### src/rtl/exception_ctrl.sv
// exception_ctrl: multi-source, nesting exception controller for the pipelined
// LEGv8 core. Arbitrates prioritised requests (index 0 highest), redirects
// fetch to a per-cause vector, keeps return state on a small stack and
// restores it on ERET.
//
// Ports:
//   clk           clock, rising edge
//   reset         asynchronous, active-low reset
//   exc_req       level request per source
//   eret          ERET in E stage (one-cycle pulse)
//   imem_addr_F   current fetch address (saved as ELR)
//   next_pc_F     sequential next PC (saved as ERR, the return target)
//   pcbranch_E    normal branch target from E
//   estatus       status captured with the exception
//   sysreg_sel    system-register select for MRS
//   eproc         exception in progress (flush/redirect)
//   exc_ack       fetch has reached the vector
//   evaddr_F      vector address of the latched cause
//   pcbranch      branch target to the PC mux
//   sysreg_rdata  system-register read data
//   depth         stack occupancy
//   overflow      sticky: a request was refused because the stack was full
//
// state | meaning
// RUN   | normal execution; accepts requests and ERET
// REDIR | fetch is being steered to the vector; waits for exc_ack

module exception_ctrl #(
    parameter int ADDR_W   = 64,
    parameter int NUM_SRC  = 4,
    parameter int DEPTH    = 2,
    parameter int STATUS_W = 4,
    parameter logic [ADDR_W-1:0] VEC_BASE   = 64'hD8,
    parameter logic [ADDR_W-1:0] VEC_STRIDE = 64'h80,
    localparam int CW = (NUM_SRC > 1) ? $clog2(NUM_SRC) : 1,
    localparam int DW = $clog2(DEPTH + 1)
) (
    input  logic                clk,
    input  logic                reset,
    input  logic [NUM_SRC-1:0]  exc_req,
    input  logic                eret,
    input  logic [ADDR_W-1:0]   imem_addr_F,
    input  logic [ADDR_W-1:0]   next_pc_F,
    input  logic [ADDR_W-1:0]   pcbranch_E,
    input  logic [STATUS_W-1:0] estatus,
    input  logic [1:0]          sysreg_sel,
    output logic                eproc,
    output logic                exc_ack,
    output logic [ADDR_W-1:0]   evaddr_F,
    output logic [ADDR_W-1:0]   pcbranch,
    output logic [ADDR_W-1:0]   sysreg_rdata,
    output logic [DW-1:0]       depth,
    output logic                overflow
);

    localparam int IW = (DEPTH > 1) ? $clog2(DEPTH) : 1;

    typedef enum logic {RUN, REDIR} state_t;

    state_t              state;
    logic [CW-1:0]       cause_q;
    logic [ADDR_W-1:0]   elr_stk    [DEPTH];
    logic [ADDR_W-1:0]   err_stk    [DEPTH];
    logic [CW-1:0]       cause_stk  [DEPTH];
    logic [STATUS_W-1:0] status_stk [DEPTH];

    logic [IW-1:0]       top_idx;
    logic [IW-1:0]       push_idx;
    logic [CW-1:0]       top_cause;
    logic [NUM_SRC-1:0]  elig;
    logic                any_elig;
    logic [CW-1:0]       win;
    logic                stk_empty;
    logic                stk_full;
    logic                do_pop;
    logic                do_push;
    logic                do_ovf;

    // Top index is only meaningful when the stack is non-empty; every read
    // through it is qualified by stk_empty.
    assign top_idx   = IW'(depth - DW'(1));
    assign push_idx  = IW'(depth);
    assign stk_empty = (depth == '0);
    assign stk_full  = (depth == DW'(DEPTH));
    assign top_cause = cause_stk[top_idx];

    // Nesting: with handlers active only strictly higher-priority causes win.
    always_comb begin
        elig     = '0;
        win      = '0;
        any_elig = 1'b0;
        for (int i = 0; i < NUM_SRC; i++) begin
            elig[i] = exc_req[i] && (stk_empty || (CW'(i) < top_cause));
        end
        for (int i = NUM_SRC - 1; i >= 0; i--) begin
            if (elig[i]) begin
                win      = CW'(i);
                any_elig = 1'b1;
            end
        end
    end

    // ERET outranks a simultaneous request; the request is re-judged against
    // the popped stack on the next cycle.
    assign do_pop  = (state == RUN) && eret && !stk_empty;
    assign do_push = (state == RUN) && !eret && any_elig && !stk_full;
    assign do_ovf  = (state == RUN) && !eret && any_elig && stk_full;

    assign evaddr_F = VEC_BASE + ADDR_W'(cause_q) * VEC_STRIDE;
    assign exc_ack  = (state == REDIR) && (imem_addr_F == evaddr_F);
    assign pcbranch = do_pop ? err_stk[top_idx] : pcbranch_E;

    always_comb begin
        sysreg_rdata = '0;
        unique case (sysreg_sel)
            2'd0: if (!stk_empty) sysreg_rdata = err_stk[top_idx];
            2'd1: if (!stk_empty) sysreg_rdata = elr_stk[top_idx];
            2'd2: if (!stk_empty) sysreg_rdata = ADDR_W'({cause_stk[top_idx], status_stk[top_idx]});
            2'd3: sysreg_rdata = ADDR_W'(depth);
            default: sysreg_rdata = '0;
        endcase
    end

    always_ff @(posedge clk or negedge reset) begin
        if (!reset) begin
            state    <= RUN;
            cause_q  <= '0;
            depth    <= '0;
            overflow <= 1'b0;
            eproc    <= 1'b0;
            for (int i = 0; i < DEPTH; i++) begin
                elr_stk[i]    <= '0;
                err_stk[i]    <= '0;
                cause_stk[i]  <= '0;
                status_stk[i] <= '0;
            end
        end else begin
            unique case (state)
                RUN: begin
                    if (do_pop) begin
                        depth <= depth - DW'(1);
                    end else if (do_push) begin
                        elr_stk[push_idx]    <= imem_addr_F;
                        err_stk[push_idx]    <= next_pc_F;
                        cause_stk[push_idx]  <= win;
                        status_stk[push_idx] <= estatus;
                        cause_q              <= win;
                        depth                <= depth + DW'(1);
                        eproc                <= 1'b1;
                        state                <= REDIR;
                    end else if (do_ovf) begin
                        overflow <= 1'b1;
                    end
                end
                REDIR: begin
                    if (exc_ack) begin
                        eproc <= 1'b0;
                        state <= RUN;
                    end
                end
                default: state <= RUN;
            endcase
        end
    end

endmodule

### config.mk
export PLATFORM = sky130hd
export DESIGN_NAME = exception_ctrl
export DESIGN_NICKNAME = d
export VERILOG_FILES = /design/src/rtl/exception_ctrl.sv
export SDC_FILE = /design/constraint.sdc
export NUM_CORES = 1
export LEC_CHECK = 0
export CORE_MARGIN = 2
export CORE_UTILIZATION = 53
export CTS_BUF_LIST = sky130_fd_sc_hd__clkbuf_8
export DETAILED_ROUTE_END_ITERATION = 8
export PLACE_DENSITY = 0.88
export SETUP_SLACK_MARGIN = 0.3
export SYNTH_ARGS = -nofsm -noshare
export SYNTH_HDL_FRONTEND = slang
export SYNTH_SLANG_ARGS = --single-unit
export TNS_END_PERCENT = 10
### constraint.sdc
create_clock -name clk -period 4.7 [get_ports clk]
set_clock_uncertainty 0.15 [all_clocks]
set_input_delay 0.94 -clock clk [delete_from_list [all_inputs] [get_ports clk]]
set_output_delay 0.94 -clock clk [all_outputs]
set_load 0.02 [all_outputs]
# Word-level counts from Yosys, hierarchy flattened
# Index checks and enable logic that the tools add are counted.
# W data, S select, Z words.
[totals]
reg_bits = 275
inputBits = 205
out_inout_bits = 197
word_cells = 107
[classes]
add_sub_neg = 3
magnitude_cmp = 7
n_eq_ne = 8
mux = 45
bitwise = 5
n_reduce_logical = 26
[ops]
columns = ["op", "count"]
rows = [
  ["$mux W64", 10],
  ["$bwmux W128", 2],
  ["$pmux W64 S4", 1],
  ["$demux W64 S1", 1],
  ["$eq A64 B10 Y1", 1],
  ["$mux W2", 10],
  ["$mux W4", 4],
  ["$logic_and A1 B1 Y1", 12],
  ["$add A8 B9 Y10 const A", 1],
  ["$mux W1", 10],
  ["$bwmux W8", 1],
  ["$eq A2 B2 Y1 const B", 3],
  ["$mux W6", 1],
  ["$ne A2 B2 Y1 const B", 3],
  ["$reduce_and A3 Y1", 2],
  ["$bwmux W4", 1],
  ["$demux W4 S1", 1],
  ["$ge A2 B2 Y1 const B", 2],
  ["$logic_not A2 Y1", 2],
  ["$logic_or A1 B1 Y1", 4],
  ["$lt A1 B2 Y1 const A", 2],
  ["$lt A2 B2 Y1 const A", 2],
  ["$not A1 Y2", 2],
  ["$pmux W1 S2", 2],
  ["other kinds (10)", 14],
]

# Logic depth before layout (Yosys ltp)
[depth]
ltp_word = 17
ltp_mapped = 10
ltp_nobuf = 7

# Worst setup path after synthesis
# No wires, ideal clock.
[synth_path]
kind = "reg2out"
from = "register depth[0]"
to = "output port pcbranch[17]"
arrival_ns = 2.486
t_required_ns = 3.610
setup_slack_ns = 1.124
stages_incl_launch_ff = 10
path_buffers = 4
path_cell_list = "dfrtp_1 buf_4 inv_1 ha_1 clkbuf_1 nor3b_1 clkbuf_1 clkbuf_1 nor2_1 a21oi_1"
[synth_via]
elab_chain_cells = 6
elab_cells_between_ends = 9
cone_classes = "1 x add/sub; 4 x mux; 1 x bitwise; 3 x reduce/logical"
[synth_rtl]
columns = ["element", "line", "rtl"]
rows = [
  ["start: declaration", "52", "output logic [DW-1:0] depth,"],
  ["start signal: assignment", "141", "depth <= depth - DW'(1);"],
  ["start signal: assignment", "148", "depth <= depth + DW'(1);"],
  ["$sub A2 B1 Y2", "-", ""],
  ["named net top_idx", "67", "logic [IW-1:0] top_idx;"],
  ["$not A1 Y2 (not written as such)", "111", "assign pcbranch = do_pop ? err_stk[top_idx] : pcbranch_E;"],
  ["$mux W64 (not written as such) (3 in series)", "111", ""],
  ["$mux W64", "111", ""],
  ["end: declaration", "50", "output logic [ADDR_W-1:0] pcbranch,"],
]
# The timed path passes the listed nets, and every way through them passes these cells. The select of a mux whose other input is x is not followed.

# Final worst setup path
[layout_path]
from = "register depth[0]"
to = "output port sysreg_rdata[6]"
[layout_via]
elab_chain_cells = 7
elab_cells_between_ends = 12
cone_classes = "1 x add/sub; 9 x mux; 1 x bitwise; 1 x reduce/logical"
[layout_rtl]
columns = ["element", "line", "rtl"]
rows = [
  ["$sub A2 B1 Y2", "-", ""],
  ["$not A1 Y2 (not written as such)", "116, 117", ""],
  ["$mux W64 (on tied branches) (4 in series)", "117, 116", ""],
  ["$pmux W64 S4 (*)", "115", "unique case (sysreg_sel)"],
  ["end: declaration", "51", "output logic [ADDR_W-1:0] sysreg_rdata,"],
]
# Mark *: on every way between the ends. The rest lies on a longest branch, timed or not. The select of a mux whose other input is x is not followed.

==> flow_summary.yaml <==
outcome:
  status: "completed"
logic_synthesis:
  synthSimpleGateAreaFrac_pct: 4.31
  synthMuxAreaShare_pct: 32.1
  yosysSeqAreaShare_pct: 49.9
  synth_ff_type: "dfrtp_1"
  syn_inst: 1097
  syn_area_per_cell_um2: 12.6
  synthArstFlopShare_pct: 100
  synth_top_family_by_area: "multiplexers"
  synth_cell_types: 46
  ys_warn_count: 0
  synth_fa_ha_area_share_pct: 0.272
  synth_compound_area_share_pct: 6.30
  synth_xor_area_share_pct: 0.254
  syn_area_um2: 13800
  synth_edf_count: 0
  synth-seq-cells: 275
cells_and_area:
  synthToLayoutAreaGrowth_pct: 31.7
  num-nets-final: 1643
  n_fill_cell: 1825
  final_cell_area_um2: 18100
  drive_gt1_share_pct: 17.3
placed_design:
  gp_congestion: 0.813
  port_buffers: 340
  dpl_cell_area_um2: 17200
  hpwl_um: 25200
global_route:
  antenna_found_initial: 2
  grt_pass1_vias: 10434
  grt_max_degree: 145
  grt_util_met3_pct: 5.89
  grtUsageMet2_pct: 45.2
  grt_first_pass_wirelength_um: 55600
  busiest_layer: "met2"
  grt_overflow: 0
  grt_use_total_pct: 26.1
  globalRouteMet1Util_pct: 32.3
clock_network:
  cts_buffers: 45
  cts_tree: "yes"
  path_clk_slew_ns: 0.05
  cts.sinks: 275
  cts-root-buf: "clkbuf_8"
  clockBufferDepth: 3
  ctsHtreeMaxLevel: 2
  cts.hold.buffers_added: 0
  cts_setup_buffers: 0
  clock_latency_ns: 0.54
  cts_resized: 2
sta:
  drv_slew: 0
  setup_viol: 0
  relSlewSlack_pct: 22.0
  tightest_slew_ns: 1.17
  period_minus_slack_ns: 4.27
  fin_setup_tns_ns: 0
  hold_violations: 0
  fmax_mhz: 234
  rsz0062_at_grt: "no"
  period_share_pct: 90.9
setup_path:
  crit_chain: "buf_12, mux2i_1, o22ai_1, clkdlybuf4s50_1"
  slowest_stage: "clkdlybuf4s50_1"
  cp.required_ns: 3.61
  cp-end-kind: "output port"
  cp_max_fo: 144
  cp_slowest_stage_delay_ns: 0.69
  critPathKind: "flip-flop to output port"
  regToRegSetupSlack_ns: 1.34
  path_buf_inv: 2
  startpoint_type: "flip-flop"
  worst_path_dominant_cell_family: "buffers and inverters"
  arrival_ns: 3.18
power_and_ir_drop:
  combPwrFrac_pct: 42.7
  vdd_drop_max_mv: 0.528
  switching_share_pct: 35.2
  switchingPower_mw: 3.84
  pwr-share-clk_pct: 19.3
  p_per_area_nw_per_um2: 601
  p_int_mw: 7.06
  total_power_mw: 10.9
  p_seq_share_pct: 38.0
  power.leakage_nw: 8.28
drt:
  ant_nets: 0
  wl_per_cell_um: 20.1
  drcViolationCount: 0
  finalWirelength_um: 36200
  vias: 10078
  drtIter0Drc: 523
  via_per_inst: 5.59
  first_pass_iters: 5
floorplanning:
  core_um2: 25800
  die_w_um: 165
  ios: 402
  die_h_um: 165
  start_util_pct: 53.5
  die_area_um2: 27300
  rows: 59
worst_hold_path:
  min_path_type: "primary input to async pin"
flow_run:
  drv_cap: 0
[power by group through the flow]
stage / Combinational, mW / Sequential, mW / Clock [mW]
2_1_floorplan: 3.11 / 3.98 / 0
3_3_place_gp: 4.54 / 4.06 / 0
3_5_place_dp: 4.65 / 4.17 / 0
4_1_cts: 4.69 / 4.14 / 2.14
5_1_grt: 4.99 / 4.28 / 2.25
6_report: 4.66 / 4.14 / 2.10
[layout by cell type (no fill, tap or decap), types with 24 or more instances in the layout]
master and instances:
a21oi_1 66, clkbuf_8 57, clkdlybuf4s50_1 338, conb_1 61, dfrtp_1 274, inv_1 24, mux2_1 120, mux2_2 152
mux2i_1 129, nor2_1 75, o22ai_1 58
[registers in the layout, summed over array words and instances, names as in the netlist]
register / flops
eproc: 1
cause_stk: 4
depth: 2
cause_q: 2
elr_stk: 128
status_stk: 8
state: 1
overflow: 1
err_stk: 128
[per-stage QoR]
step | hold slack [ns] | setup slack, ns | instances | util, %
floorplan | 0.309 | 1.12 | 1156 | -
global placement | 0.322 | 0.275 | 1723 | 66.8
detailed placement | 0.330 | 0.255 | 1723 | 66.8
CTS | 0.343 | 0.380 | 1800 | 70.4
global route | 0.350 | 0.353 | 1802 | 70.4
finish | 0.337 | 0.429 | 1803 | 70.4
[final cells by class]
class	instances	area, µm²	share of cell area (%)
inverter	7	26.3	0.145
clock inverter	20	131	0.724
multi-input combinational	740	6200	34.2
antenna	3	7.51	0.0414
timing repair buffer	366	3690	20.3
tap	335	419	2.31
clock buffer	57	785	4.32
sequential	275	6890	37.9
[worst paths after layout]
| check | cells after the start | endpoint | from |
|---|---|---|---|
| min reg2reg | 1 | err_stk[108] | err_stk[108] |
| max | 4 | sysreg_rdata[6] | depth[0] |
| min | 1 | err_stk[44] | reset |
| max reg2reg | 7 | elr_stk[87] | depth[0] |
| min in group clk | 1 | err_stk[108] | err_stk[108] |
| max in group asynchronous | 3 | err_stk[59] | reset |
[synth_stat cells (4+ instances only)]
master,count,share of area [%]
dfrtp_1,275,50
mux2_2,152,12
mux2i_1,129,9.4
mux2_1,120,9.8
buf_4,76,4.1
nor2_1,75,2.0
a21oi_1,66,2.4
o22ai_1,58,2.6
clkbuf_1,26,0.71
buf_6,14,1.1
buf_2,13,0.47
nor4_1,11,0.50
inv_1,7,0.19
buf_1,5,0.14
nand2_1,5,0.14
and2_1,4,0.18
nand3_1,4,0.15
o21ai_0,4,0.15
[cells by family (layout without fill, tap and decap cells)]
group / count (synthesis) / in the layout
AO/OA/AOI/OAI: 147 / 147
multiplexers: 404 / 404
flip-flops: 275 / 275
buffers and inverters: 141 / 450
XOR/XNOR: 4 / 4
adder cells (fa/ha/maj): 3 / 3
other: 2 / 64
AND/OR/NAND/NOR: 121 / 121
[routing by layer]
layer  up-vias  part of all wire, %
met5         -                    0
met1      5058                   39
met4         0                  2.7
li1       4560                    -
met3        75                  6.8
met2       385                   51
(Power assumes the default switching activity.)
